===== src/rtl/fetch_pc_sequencer.sv =====
// fetch_pc_sequencer: F-stage PC register and next-PC sequencing; FETCH_PERF_CNT_EN adds perf counters.
module fetch_pc_sequencer #(
    parameter logic [31:0] RESET_PC    = 32'h0000_3000,
    parameter int unsigned JR_WAIT_MAX = 8
) (
    input  logic        clk,
    input  logic        reset,
    input  logic        stall,
    input  logic        d_br_take,
    input  logic        d_j,
    input  logic        d_jr,
    input  logic [31:0] d_pc,
    input  logic [25:0] d_imm26,
    input  logic [31:0] d_jr_target,
    input  logic        d_jr_ready,
    output logic [31:0] f_pc,
    output logic        jr_wait,
    output logic        redirect,
    output logic        addr_err,
    output logic        hang_err
`ifdef FETCH_PERF_CNT_EN
    ,
    output logic [31:0] perf_redirects,
    output logic [31:0] perf_stall_cycles
`endif
);
    typedef enum logic [0:0] {RUN, WAIT_JR} state_t;
    state_t      state_q, state_d;
    logic [31:0] pc_q, pc_d;
    logic [7:0]  cnt_q, cnt_d;
    logic        redirect_q, redirect_d;
    logic        addr_err_q, addr_err_d;
    logic        hang_q, hang_d;
    logic [31:0] br_tgt, j_tgt, jr_tgt;
    logic        misaligned;
    assign br_tgt     = d_pc + 32'd4 + {{14{d_imm26[15]}}, d_imm26[15:0], 2'b00};
    assign j_tgt      = {d_pc[31:28], d_imm26, 2'b00};
    assign jr_tgt     = {d_jr_target[31:2], 2'b00};
    assign misaligned = |d_jr_target[1:0];
    always_comb begin
        state_d    = state_q;
        pc_d       = pc_q;
        cnt_d      = cnt_q;
        redirect_d = 1'b0;
        addr_err_d = 1'b0;
        hang_d     = hang_q;
        if (state_q == RUN) begin
            if (stall) begin
                pc_d = pc_q;
            end else if (d_br_take || d_j) begin
                pc_d       = d_br_take ? br_tgt : j_tgt;
                redirect_d = 1'b1;
            end else if (d_jr && d_jr_ready) begin
                pc_d       = jr_tgt;
                redirect_d = 1'b1;
                addr_err_d = misaligned;
            end else if (d_jr) begin
                state_d = WAIT_JR;
                cnt_d   = 8'd1;
                hang_d  = hang_q | (cnt_d == 8'(JR_WAIT_MAX));
            end else begin
                pc_d = pc_q + 32'd4;
            end
        end else begin
            // stall is deliberately ignored here: jr_wait already freezes F/D
            if (d_jr && d_jr_ready) begin
                pc_d       = jr_tgt;
                redirect_d = 1'b1;
                addr_err_d = misaligned;
                state_d    = RUN;
                cnt_d      = 8'd0;
            end else if (!d_jr) begin
                state_d = RUN;
                cnt_d   = 8'd0;
            end else begin
                cnt_d  = (cnt_q == 8'hFF) ? cnt_q : cnt_q + 8'd1;
                hang_d = hang_q | (cnt_d == 8'(JR_WAIT_MAX));
            end
        end
    end
    always_ff @(posedge clk) begin
        if (reset) begin
            state_q    <= RUN;
            pc_q       <= RESET_PC;
            cnt_q      <= 8'd0;
            redirect_q <= 1'b0;
            addr_err_q <= 1'b0;
            hang_q     <= 1'b0;
        end else begin
            state_q    <= state_d;
            pc_q       <= pc_d;
            cnt_q      <= cnt_d;
            redirect_q <= redirect_d;
            addr_err_q <= addr_err_d;
            hang_q     <= hang_d;
        end
    end
    assign f_pc     = pc_q;
    assign jr_wait  = state_q == WAIT_JR;
    assign redirect = redirect_q;
    assign addr_err = addr_err_q;
    assign hang_err = hang_q;
`ifdef FETCH_PERF_CNT_EN
    logic [31:0] perf_red_q, perf_red_d, perf_stl_q, perf_stl_d;
    always_comb begin
        perf_red_d = perf_red_q + {31'd0, redirect_q};
        perf_stl_d = perf_stl_q + {31'd0, stall | jr_wait};
    end
    always_ff @(posedge clk) begin
        if (reset) begin
            perf_red_q <= 32'd0;
            perf_stl_q <= 32'd0;
        end else begin
            perf_red_q <= perf_red_d;
            perf_stl_q <= perf_stl_d;
        end
    end
    assign perf_redirects    = perf_red_q;
    assign perf_stall_cycles = perf_stl_q;
`endif
endmodule


===== config.mk =====
export PLATFORM = sky130hd
export DESIGN_NAME = fetch_pc_sequencer
export DESIGN_NICKNAME = d
export VERILOG_FILES = /design/src/rtl/fetch_pc_sequencer.sv
export SDC_FILE = /design/constraint.sdc
export NUM_CORES = 1
export LEC_CHECK = 0
export ABC_AREA = 0
export CAP_MARGIN = 15
export CORE_MARGIN = 5
export CORE_UTILIZATION = 55
export DETAILED_ROUTE_END_ITERATION = 6
export HOLD_SLACK_MARGIN = 0.05
export PLACE_DENSITY = 0.84
export SYNTH_ARGS = -nofsm -noshare
export SYNTH_HDL_FRONTEND = slang
export SYNTH_SLANG_ARGS = --single-unit

===== constraint.sdc =====
create_clock -name clk -period 8.2 [get_ports clk]
set_input_delay 0.82 -clock clk [delete_from_list [all_inputs] [get_ports clk]]
set_output_delay 0.82 -clock clk [all_outputs]
set_load 0.01 [all_outputs]

* Word-level counts from Yosys, hierarchy flattened
Index checks and enable logic that the tools add are counted.
** Cells by class
- Bitwise logic cells :: 2
- Equality and inequality tests :: 7
- Multiplexer cells :: 28
- Reductions and logical operators :: 7
- $add $sub $neg :: 4
** Operators with widths (count)
- 32-bit 2-to-1 mux :: 7
- 32-bit by 3-bit adder with 32-bit output (second input constant) :: 2
- 8-bit 2-to-1 mux :: 8
- 32-bit adder :: 1
- 1-bit 2-to-1 mux :: 13
- 8-bit by 1-bit adder with 8-bit output (second input constant) :: 1
- 8-bit by 4-bit equality test with 1-bit output (second input constant) :: 1
- 8-bit equality test (second input constant) :: 1
- 3-bit AND reduction :: 2
- 2-bit by 1-bit inequality test with 1-bit output (second input constant) :: 2
- 2-bit inequality test (second input constant) :: 2
- 4-bit AND reduction :: 1
- 3-bit by 1-bit inequality test with 1-bit output (second input constant) :: 1
- 2-bit nonzero test :: 1
- 2-bit OR reduction :: 1
- 1-bit logical AND :: 1
- 1-bit logical OR :: 1
- 1-bit NOT :: 1
- 1-bit OR :: 1
** Storage, ports and cells
- Bits in registers :: 44
- Input port bits :: 97
- Output and inout bits :: 36
- Word-level logic and storage cells :: 54

* Depth between registers and ports, before layout
- Depth in word-level cells :: 6
- Mapped depth :: 11
- Mapped depth without buffers :: 11

* Worst setup path before layout
OpenSTA, ideal clock, no wires.
- Kind :: input to register
- Start :: input d_pc[3]
- End :: register pc_q[19], in the netlist f_pc[19]
- Library setup time :: 0.122 ns
- Arrival time :: 3.087 ns
- Path slack :: 4.991 ns
- Stages on the path :: 9
- Cells stage by stage :: ha_1 ha_1 fa_1 a211o_1 a21oi_1 a211oi_1 or2_0 xor2_1 a221o_1
** On the way
- Word-level cells in the longest chain between the ends :: 6
** Ends and longest elaborated chain
- from (decl) :: line 12 : input logic [31:0] d_pc,
- 32-bit by 3-bit adder with 32-bit output :: line 36 : assign br_tgt = d_pc + 32'd4 + {{14{d_imm26[15]}}, d_imm26[15:0], 2'b00};
- 32-bit adder :: line 36
- 32-bit 2-to-1 mux :: line 51 : pc_d = d_br_take ? br_tgt : j_tgt;
- 32-bit 2-to-1 mux :: line 50 : end else if (d_br_take || d_j) begin
- 32-bit 2-to-1 mux :: line 48 : if (stall) begin
- 32-bit 2-to-1 mux :: line 47 : if (state_q == RUN) begin
- to (signal assigned) :: line 91 : pc_q <= pc_d;
- to (decl) :: line 29 : logic [31:0] pc_q, pc_d;
Every way passes these cells. The select of a mux whose other input is x is not followed.
A chain may end at the register's enable or synchronous reset.

* Final worst setup path
- Start :: input d_imm26[15]
- End :: register pc_q[31], in the netlist f_pc[31]
** On the way
- Word-level cells in the longest chain between the ends :: 5
** Ends and longest elaborated chain
- from (decl) :: line 13 : input logic [25:0] d_imm26,
- 32-bit adder :: line 36
- 32-bit 2-to-1 mux :: line 51
- 32-bit 2-to-1 mux :: line 50
- 32-bit 2-to-1 mux :: line 48
- 32-bit 2-to-1 mux :: line 47
Every way passes these cells. The select of a mux whose other input is x is not followed.

==> results.cfg <==
[run_status]
status = finished, violations left
violations = DRC

[yosys]
async_reset_ff_frac = 0
synth_nets = 907
synth.area.top_cells = dfxtp_1, ha_1, a21oi_1, nand2_1, o21ai_0
synth_edf_count = 0
synth.avg_cell_area_um2 = 7.45
yosys.area.top_type = dfxtp_1
ys.flop_type = dfxtp_1
netlist.area_leader.share = 0.158
ys_ff_latch = 44
yosysSeqAreaShare = 0.158
yosys_warnings = 0
synth_most_common_cell = nand2_1
ys_types = 79
synthTopCellsByCount = nand2_1, ha_1, a21oi_1
netlist_instances = 750
syn_area_um2 = 5590

[hold_path]
min_path_cells = 2
min_to = f_pc[0]
hp-start = f_pc[0]
hp-class = flip-flop to flip-flop

[final_layout]
fin_util = 0.715
regArea_um2 = 881
antenna_cells = 0
finalNonFillerCells = 978
fin_nets = 1003
multi_input_area_um2 = 4400
layout-drive-gt1-share = 0.0379
area_growth_pct = 25.8
fill_cells = 819

[timing]
rsz0062_at_grt = false
slew_violations = 0
worst_slew_pin_slew_ns = 0.915
finalSetupTns_ns = 0
fin_crit_ns = 4.16
fmax_mhz = 240
finalHoldViolCount = 0
period_share = 0.507
max_slew_margin = 0.388
whs_ns = 0.453
setup_violations = 0
clock_skew_ns = 0.0146

[worst_setup_path]
cpMaxStageDelayCell = clkdlybuf4s50_1
r2r-start = jr_wait
crit_fanout = 16
cp_common_cell = ha_1
r2r-end = f_pc[29]
end_kind = flip-flop
crit_required_ns = 8.38
critPathArrivalTime_ns = 4.34
reg2reg_depth = 7
slowest_delay_ns = 0.85
r2r_slack_ns = 4.95
cp_cell_sequence = clkdlybuf4s50_1, ha_1, ha_1, nand3_1, or3b_1, a2111oi_0, a211oi_1, nand3b_1, a31oi_1
crit_type = primary input to flip-flop
cp-start-kind = primary input

[power_and_ir_drop]
p_comb_frac = 0.489
internal_power_uw = 507
power.density_nw_per_um2 = 120
leakagePower_nw = 2.68
ir_drop_uv = 82.3
switching_share = 0.397
p_seq_frac = 0.314
clockPowerShare = 0.197
switchingPower_uw = 333

[global_route]
globalRouteOverflowTotal = 0
grt_max_degree = 54
grt_pass1_wl_um = 34100
grt_util_all_layers = 0.330
grt_pass1_vias = 6686
antenna_found_initial = 0

[detailed_routing]
ant_nets = 0
dr.pass1.iters = 7
vias = 6724
wl_per_cell_um = 21.7
drtIter0Drc = 770
drc = 4
routed_wl_um = 21300
via_per_inst = 6.88

[die]
die_w_um = 111
ios = 133
start_util = 0.569
die_area_um2 = 12300
num_rows = 36
coreArea_um2 = 9820
die_y_um = 111

[cts]
cts_max_level = 2
cts_tree = done
numCtsBuffers = 5
post_cts_buffers = 0
cts.reportedPaths.clkPinSlew_ns = 0.08
clk_path_buf_depth = 2
clock_sink_count = 44
holdBufCountCts = 0
cts_root_buf = clkbuf_8
clock_latency_ns = 0.31
cts_resized = 0

[placed_design]
portBuffers = 132
gp_congestion = 0.979
place_hpwl_um = 16100
place_inst = 972

[job]
maxCapViolations = 0
-- power by group through the flow --
stage	logic [mW]	registers [mW]	clock network (mW)
global placement	0.393	0.265	0
CTS	0.403	0.261	0.165
global route	0.442	0.266	0.176
detailed placement	0.400	0.266	0
finish	0.411	0.264	0.166
floorplan	0.237	0.264	0
-- metal layers --
metal / wire length, um / global-route usage / vias up / share of wire
met3: 2150 / 0.0666 / 93 / 0.10
met5: 0 / 0 / - / 0
met2: 9530 / 0.534 / 461 / 0.45
met4: 1210 / 0.178 / 0 / 0.057
met1: 8360 / 0.412 / 3078 / 0.39
li1: - / - / 3092 / -
-- layout by cell type, fill, tap and decap left out, types with 11 or more instances in the layout --
master and n:
a211oi_1 11, a21o_1 18, clkdlybuf4s50_1 132, ha_1 59, nor2_1 45, xor2_1 11, dfxtp_1 44, a21oi_1 53
nand2_1 66, o211ai_1 21, xnor2_1 21, o21a_1 12, nor3_1 18, nand3_1 35, o21ai_0 37, inv_1 24
a221oi_1 21, nand4_1 21, and2_1 12
-- worst max-delay path, delay by kind of cell --
family | cells | cell delay, ns
simple gates | 3 | 0.71
fa+ha+maj | 2 | 0.93
compound gates | 3 | 1.02
buf+inv | 1 | 0.85
-- per-stage QoR --
step / power [mW] / cell area [um2] / worst slack [ns]
after floorplan: 0.500 / 5590 / 4.99
after global placement: 0.658 / 6930 / 3.99
after detailed placement: 0.666 / 6930 / 3.85
after CTS: 0.829 / 7030 / 4.16
after global routing: 0.884 / 7030 / 3.86
final: 0.840 / 7030 / 4.04
-- worst max-delay path by stage --
stage          slack [ns]  cells after the start        start       end
6_report             4.04                      9  d_imm26[15]  f_pc[31]
3_5_place_dp         3.85                      9  d_imm26[15]  f_pc[31]
4_1_cts              4.16                      9  d_imm26[15]  f_pc[31]
3_3_place_gp         3.99                      9  d_imm26[15]  f_pc[27]
5_1_grt              3.86                      9  d_imm26[15]  f_pc[23]
2_1_floorplan        4.99                      9      d_pc[3]  f_pc[19]
-- cell type report --
| cell class | instances | area share |
|---|---|---|
| clock inverters | 1 | 0.00427 |
| repair buffers | 140 | 0.197 |
| inverters | 25 | 0.0134 |
| multi-input cells | 630 | 0.627 |
| flip-flops and latches | 44 | 0.125 |
| well taps | 133 | 0.0237 |
| clock buffers | 5 | 0.00980 |
-- sequential cells by signal, indices dropped and copies added, names as in the netlist --
signal	flops
f_pc	32
cnt_q	8
addr_err	1
hang_err	1
jr_wait	1
redirect	1
-- cell families after synthesis --
family | share of synthesized area
AO/OA/AOI/OAI | 0.331
multiplexers | 0.0128
AND/OR/NAND/NOR | 0.257
adder cells (fa/ha/maj) | 0.136
flip-flops | 0.158
XOR/XNOR | 0.0502
buffers and inverters | 0.0562
No activity file was read; power rests on OpenSTA's default activity.
